$ cat src/rtl/reg_bank_pkg.sv
// Shared types and default sizes for the reg_bank register file.
package reg_bank_pkg;
  localparam int DEF_DATA_W = 10;
  localparam int DEF_DEPTH  = 8;

  typedef enum logic {
    IDLE  = 1'b0,
    SWEEP = 1'b1
  } sweep_state_e;
endpackage

$ cat src/rtl/reg_bank_sweep.sv
// Clear-sweep sequencer: walks every index once after CLR, one per cycle.
//   state | meaning
//   IDLE  | no sweep, waiting for CLR
//   SWEEP | clearing index cnt_q, BUSY high
module reg_bank_sweep
  import reg_bank_pkg::*;
#(
  parameter int DEPTH  = DEF_DEPTH,
  parameter int ADDR_W = $clog2(DEPTH)
) (
  input  logic              CLKb,
  input  logic              RST,
  input  logic              CLR,
  output logic              BUSY,
  output logic              clr_stb_o,
  output logic [ADDR_W-1:0] clr_idx_o
);

  localparam logic [ADDR_W-1:0] LAST_IDX = ADDR_W'(DEPTH - 1);

  sweep_state_e      state_q;
  logic              busy_q;
  logic [ADDR_W-1:0] cnt_q;

  // CLR is only looked at in IDLE, so a request during a sweep is ignored.
  always_ff @(posedge CLKb) begin
    if (RST) begin
      state_q <= IDLE;
      busy_q  <= 1'b0;
      cnt_q   <= '0;
    end else begin
      case (state_q)
        IDLE: begin
          if (CLR) begin
            state_q <= SWEEP;
            busy_q  <= 1'b1;
            cnt_q   <= '0;
          end
        end
        SWEEP: begin
          if (cnt_q == LAST_IDX) begin
            state_q <= IDLE;
            busy_q  <= 1'b0;
            cnt_q   <= '0;
          end else begin
            cnt_q <= cnt_q + ADDR_W'(1);
          end
        end
      endcase
    end
  end

  assign BUSY      = busy_q;
  assign clr_stb_o = busy_q;
  assign clr_idx_o = cnt_q;

endmodule

$ cat src/rtl/reg_bank.sv
// Two-read/one-write register bank with valid bits and a timed clear sweep.
// Define REG_BANK_BYPASS_EN to forward same-cycle write data to the read ports.
module reg_bank
  import reg_bank_pkg::*;
#(
  parameter int DATA_W = DEF_DATA_W,
  parameter int DEPTH  = DEF_DEPTH,
  parameter int ADDR_W = $clog2(DEPTH)
) (
  input  logic              CLKb,
  input  logic              RST,
  input  logic [DATA_W-1:0] D,
  input  logic              ENW,
  input  logic [ADDR_W-1:0] WRA,
  input  logic              ENR0,
  input  logic              ENR1,
  input  logic [ADDR_W-1:0] RDA0,
  input  logic [ADDR_W-1:0] RDA1,
  input  logic              CLR,
  output logic [DATA_W-1:0] Q0,
  output logic [DATA_W-1:0] Q1,
  output logic              VLD0,
  output logic              VLD1,
  output logic              BUSY
);

  logic [DATA_W-1:0] mem_q [DEPTH];
  logic [DEPTH-1:0]  vld_q;
  logic              clr_stb;
  logic [ADDR_W-1:0] clr_idx;
  logic              wr_en;
  logic              byp0;
  logic              byp1;

  reg_bank_sweep #(
    .DEPTH (DEPTH),
    .ADDR_W(ADDR_W)
  ) u_sweep (
    .CLKb     (CLKb),
    .RST      (RST),
    .CLR      (CLR),
    .BUSY     (BUSY),
    .clr_stb_o(clr_stb),
    .clr_idx_o(clr_idx)
  );

  assign wr_en = ENW & ~BUSY;

  always_ff @(posedge CLKb) begin
    if (RST) begin
      for (int i = 0; i < DEPTH; i++) mem_q[i] <= '0;
      vld_q <= '0;
    end else if (clr_stb) begin
      mem_q[clr_idx] <= '0;
      vld_q[clr_idx] <= 1'b0;
    end else if (wr_en) begin
      mem_q[WRA] <= D;
      vld_q[WRA] <= 1'b1;
    end
  end

`ifdef REG_BANK_BYPASS_EN
  assign byp0 = wr_en & (RDA0 == WRA);
  assign byp1 = wr_en & (RDA1 == WRA);
`else
  assign byp0 = 1'b0;
  assign byp1 = 1'b0;
`endif

  assign Q0   = !ENR0 ? '0 : (byp0 ? D : mem_q[RDA0]);
  assign Q1   = !ENR1 ? '0 : (byp1 ? D : mem_q[RDA1]);
  assign VLD0 = ENR0 & (byp0 | vld_q[RDA0]);
  assign VLD1 = ENR1 & (byp1 | vld_q[RDA1]);

endmodule
$ cat config.mk
export PLATFORM = sky130hd
export DESIGN_NAME = reg_bank
export DESIGN_NICKNAME = d
export VERILOG_FILES = /design/src/rtl/reg_bank_pkg.sv /design/src/rtl/reg_bank_sweep.sv /design/src/rtl/reg_bank.sv
export SDC_FILE = /design/constraint.sdc
export NUM_CORES = 1
export LEC_CHECK = 0
export ABC_CLOCK_PERIOD_IN_PS = 5100
export CAP_MARGIN = 20
export CORE_UTILIZATION = 62
export CTS_CLUSTER_DIAMETER = 40
export DETAILED_ROUTE_END_ITERATION = 12
export PLACE_DENSITY = 0.85
export SYNTH_ARGS = -nofsm -noshare
export SYNTH_HDL_FRONTEND = slang
export SYNTH_SLANG_ARGS = --single-unit
$ cat constraint.sdc
create_clock -name CLKb -period 5.1 [get_ports CLKb]
set_input_delay 1.02 -clock CLKb [delete_from_list [all_inputs] [get_ports CLKb]]
set_output_delay 1.02 -clock CLKb [all_outputs]
set_load 0.01 [all_outputs]
# --- Yosys cells after proc, flatten, opt, wreduce, memory -nomap -nowiden ---
# Memory sizes are Yosys's and may differ from the RTL's.
# Cells that the tools add are included.
word_totals:
  mem_count: 1
  regBits: 13
  latch_bits: 0
  input_bits: 25
  romBits: 0
  ram_bits: 80
  out_inout_bits: 23
classes:
  n_shift: 0
  n_lt_le_gt_ge: 6
  n_div: 0
  n_mux: 36
  bitwise_logic: 8
  n_eq_ne: 3
  multipliers: 0
  addsub: 1
  reduce_logical: 6
memory_table:
  columns: ["memory", "depth", "width", "read_ports", "rd_ports_with_merged_regs", "write_ports", "line_no", "text"]
  rows:
  - ["mem_q", 8, 10, 2, 0, 8, "reg_bank.sv:27", "logic [DATA_W-1:0] mem_q [DEPTH];"]
op_table:
  columns: ["operator", "n"]
  rows:
  - ["$mux 10", 4]
  - ["$reduce_or 10->1", 2]
  - ["$mux 1", 19]
  - ["$lt 3x4->1 const B", 4]
  - ["$mux 8", 2]
  - ["$mux 3", 4]
  - ["$and 8x8->8", 1]
  - ["$not 8->8", 1]
  - ["$or 8x8->8", 1]
  - ["$bmux 1 s3", 2]
  - ["$demux 1 s3", 2]
  - ["$ge 3x1->1 const B", 2]
  - ["$pmux 3 s2", 1]
  - ["$ne 2x2->1 const B", 2]
  - ["$pmux 1 s2", 2]
  - ["$add 3x1->3 const B", 1]
  - ["$and 1x1->1", 3]
  - ["$eq 3x3->1 const B", 1]
  - ["$logic_and 1x1->1", 2]
  - ["$not 1->1", 2]
  - ["$reduce_and 2->1", 1]
  - ["$reduce_bool 2->1", 1]

# --- Depth between registers and ports, before layout ---
depth:
  depth_word: 8
  depth_mapped: 5
  ltp_nobuf: 5

# --- Modules after synthesis ---
# A second synthesis with hierarchy kept.
unflattened:
  cells_unflattened: 365
  area_unflattened_um2: 5212.5
by_module_without_submodules:
  columns: ["mod", "n_inst", "cells_each", "area_per_inst_um2", "seq_area_each_um2"]
  rows:
  - ["reg_bank", 1, 341, 4964.8, 2562.5]
  - ["reg_bank_sweep", 1, 24, 247.7, 100.1]

# --- Worst setup path before layout ---
# No wires, ideal clock.
synth_path:
  path_type: "input-to-output"
  from: "input RDA0[1]"
  to: "output Q0[1]"
  path_buffers: 1
  stages: 4
  arrival_ns: 2.024
  slack_ns: 2.056
  path_cell_list: "buf_2 -> mux4_2 -> mux2i_1 -> nor2_1"
synth_between:
  elab_chain_cells: 2
synth_lines:
  columns: ["element", "line_no", "text"]
  rows:
  - ["start: declaration", "reg_bank.sv:17", "input logic [ADDR_W-1:0] RDA0,"]
  - ["$mem_v2 8x10", null, null]
  - ["$mux 10", "reg_bank.sv:70", "assign Q0 = !ENR0 ? '0 : (byp0 ? D : mem_q[RDA0]);"]
  - ["end: declaration", "reg_bank.sv:20", "output logic [DATA_W-1:0] Q0,"]
# Every way passes these cells.

# --- Worst setup path in the final report ---
layout_path:
  from: "input RDA1[1]"
  to: "output Q1[7]"
layout_between:
  elab_chain_cells: 2
layout_lines:
  columns: ["element", "line_no", "text"]
  rows:
  - ["start: declaration", "reg_bank.sv:18", "input logic [ADDR_W-1:0] RDA1,"]
  - ["$mem_v2 8x10", null, null]
  - ["$mux 10", "reg_bank.sv:71", "assign Q1 = !ENR1 ? '0 : (byp1 ? D : mem_q[RDA1]);"]
  - ["end: declaration", "reg_bank.sv:21", "output logic [DATA_W-1:0] Q1,"]
# Every way passes these cells.

==> results.cfg <==
[placed_design]
place_congestion = 0.873
dp_hpwl_um = 8300
portBuffers = 47
post-place-cells = 508

[yosys]
ys_types = 37
syn_area_mm2 = 0.00524
syn_area_per_cell_um2 = 14.0
yosys_warnings = 0
ys_ff_latch = 93
synth_mux_area_share_pct = 23.7
synth_top_family_by_area = multiplexers
synth_compound_area_share_pct = 6.38
synth_xor_area_share_pct = 0
postSynthCellCount = 373
synthAdderAreaFrac_pct = 0.478
ys_seq_area_share_pct = 50.8
post_synth_and_or_nand_nor_area_fraction_pct = 16.3
syn_nets = 400

[layout]
instances_no_fill = 524
antennaDiodeCount = 0
fin_nets = 441
drive_above_1_share_pct = 18.4
syn_to_final_growth_pct = 14.4
fillers = 527

[clock_tree]
cts-resized-gates = 0
clock_latency_ns = 0.37
cts_root_buffer = clkbuf_8
cts_tree = done
cts_hold_buf = 0
cts_sinks = 93
post_cts_buffers = 0
clkTransAtPathRegs_ns = 0.09
cts_max_path_buffers = 2
cts_made_buffers = 9
htreeDepth = 3

[floorplanning]
die_w_um = 93.9
die_y_um = 93.9
dieArea_mm2 = 0.00882
core-area_mm2 = 0.00818
pin_count = 48
rows = 33
initial_core_util_pct = 64.1

[critical_path]
critPathTopFamily = buffers and inverters
path_depth = 6
crit_fanout = 22
required_ns = 4.08
r2r_slack_ns = 2.70
crit_start = RDA1[1]
critical-path-slowest-cell = mux4_2
r2r-start = u_sweep.BUSY$_SDFFE_PP0P_
crit_chain = clkdlybuf4s50_1 > buf_4 > mux4_2 > mux2i_1 > nor2_1 > clkdlybuf4s50_1
rr_endpoint = mem_q[5][6]$_SDFFCE_PN0P_
cp-start-kind = input pin
path_buf_inv = 3
critPathArrivalTime_ns = 3.22
crit_path_max_incr_delay_ns = 0.57
worstSetupPathType = input pin to primary output
cp_common_cell = clkdlybuf4s50_1
setup.worst_path.end_class = primary output
crit_path_end = Q1[7]
reg2regPathDepth = 3

[sta]
post-route-min-period_ns = 4.24
fmax_ghz = 0.236
slew_violations = 0
post-route-period-util_pct = 83.2
skew_ns = 0.0131
worst_pin_slew_ns = 1.09
rsz0062_at_grt = false
slew_headroom_pct = 26.7
final.setup.tns_ns = 0
setup_viol = 0
hold_viol = 0

[detailed_routing]
routed_wl_um = 12700
ant_nets = 0
vias = 3421
wire_per_inst_um = 24.2
drcViolationCount = 0
viasPerCell = 6.53
first_iter_violations = 334
dr.pass1.iters = 4

[pwr]
power.leakage_nw = 2.16
vdd_ir_drop_max_uv = 134
p_per_area_mw_per_mm2 = 274

[grt]
grt_pass1_wl_um = 19200
grt_usage_pct = 31.1
grt_max_degree = 23
overflow = 0
grt_pass1_vias = 3460
antenna_found_initial = 0

[outcome]
status = complete, no violations

[min_path]
hp-start = vld_q[7]$_SDFFE_PP0P_
min_path_type = flip-flop to flip-flop

[run]
cap_violations = 0
report_power, final:
group          internal [mW]  switching, mW
clock                  0.253          0.266
sequential             0.858         0.0241
combinational          0.119          0.119
total                   1.23          0.410
worst min-delay path by stage:
stage                            endpoint  slack [ns]  cells past startpoint
global route        vld_q[7]$_SDFFE_PP0P_        0.56                      2
finish              vld_q[7]$_SDFFE_PP0P_        0.52                      2
CTS                 vld_q[7]$_SDFFE_PP0P_        0.51                      2
global placement    vld_q[2]$_SDFFE_PP0P_        0.48                      1
floorplan           vld_q[2]$_SDFFE_PP0P_        0.45                      1
detailed placement  vld_q[2]$_SDFFE_PP0P_        0.50                      1
cells by family after synthesis:
family / count (synthesis)
compound gates: 37
fa+ha+maj: 2
buf+inv: 28
flops: 93
mux: 69
simple gates: 144
cells in the final DEF (no fill, tap or decap), types with 5 or more instances in the layout:
master,count
a21o_1,8
a21oi_1,9
dfxtp_1,13
buf_4,6
nand2b_1,5
inv_1,5
clkbuf_8,11
mux4_2,44
nand2_1,6
nor2_1,30
and2_1,80
edfxtp_1,80
nor2b_1,7
clkdlybuf4s50_1,47
mux2i_1,25
flip-flops by register name, indices dropped and copies added, names as in the netlist:
name	cells
vld_q	8
u_sweep.clr_idx_o	3
u_sweep.BUSY	1
u_sweep.state_q	1
mem_q	80
per-layer routing:
metal  up-vias  part of all wire (%)  GRT usage [%]
li1       1509                     -              -
met1      1721                    37           40.3
met2       168                    52           52.4
met3        23                   8.5           6.07
met4         0                   2.2           10.8
met5         -                     0              0
stage by stage:
stage | cell area, um^2 | util [%] | power (mW) | hold WS [ns] | worst slack [ns]
detailed placement | 5780 | 70.7 | 1.14 | 0.497 | 0.860
finish | 5990 | 73.3 | 1.64 | 0.520 | 0.857
floorplan | 5240 | - | 1.04 | 0.452 | 2.06
global placement | 5780 | 70.7 | 1.13 | 0.477 | 0.887
global route | 5990 | 73.3 | 1.69 | 0.561 | 0.766
CTS | 5990 | 73.3 | 1.63 | 0.510 | 0.840
area by class of cell:
type,count,area (um^2),share of cell area [%]
Sequential cell,93,2660,44.4
Multi-Input combinational cell,252,2450,40.9
Timing Repair Buffer,53,515,8.60
Clock buffer,11,151,2.53
Tap cell,105,131,2.19
Clock inverter,5,58.8,0.982
Inverter,5,18.8,0.313
cells in the mapped netlist:
master / count / area share [%]
and2_1: 80 / 9.6
edfxtp_1: 80 / 46
mux4_2: 44 / 19
nor2_1: 30 / 2.2
mux2i_1: 25 / 4.8
dfxtp_1: 13 / 5.0
clkbuf_1: 12 / 0.86
a21oi_1: 9 / 0.86
a21o_1: 8 / 1.1
buf_2: 8 / 0.76
nor2b_1: 7 / 0.84
nand2_1: 6 / 0.43
inv_1: 5 / 0.36
nand2b_1: 5 / 0.60
a2111oi_4: 4 / 2.1
a31oi_1: 4 / 0.48
a311oi_1: 3 / 0.50
nor3b_1: 3 / 0.43
a211oi_1: 2 / 0.29
buf_1: 2 / 0.14
ha_1: 2 / 0.48
nand3b_1: 2 / 0.29
nor3_1: 2 / 0.19
o21ai_0: 2 / 0.19
o32ai_1: 2 / 0.33
or3b_4: 2 / 0.43
and4b_1: 1 / 0.19
buf_6: 1 / 0.21
nand4_1: 1 / 0.12
nand4b_1: 1 / 0.17
nor3_2: 1 / 0.19
nor3b_2: 1 / 0.24
nor4_2: 1 / 0.24
o21a_1: 1 / 0.14
o21ba_2: 1 / 0.19
o21bai_1: 1 / 0.14
or3_4: 1 / 0.21
tightest hold or removal path, cell delays in order, from the launching register on:
cell	delay (ns)
dfxtp_1	0.33
o21ai_0	0.08
a21oi_1	0.06
No activity file was read; power rests on OpenSTA's default activity.
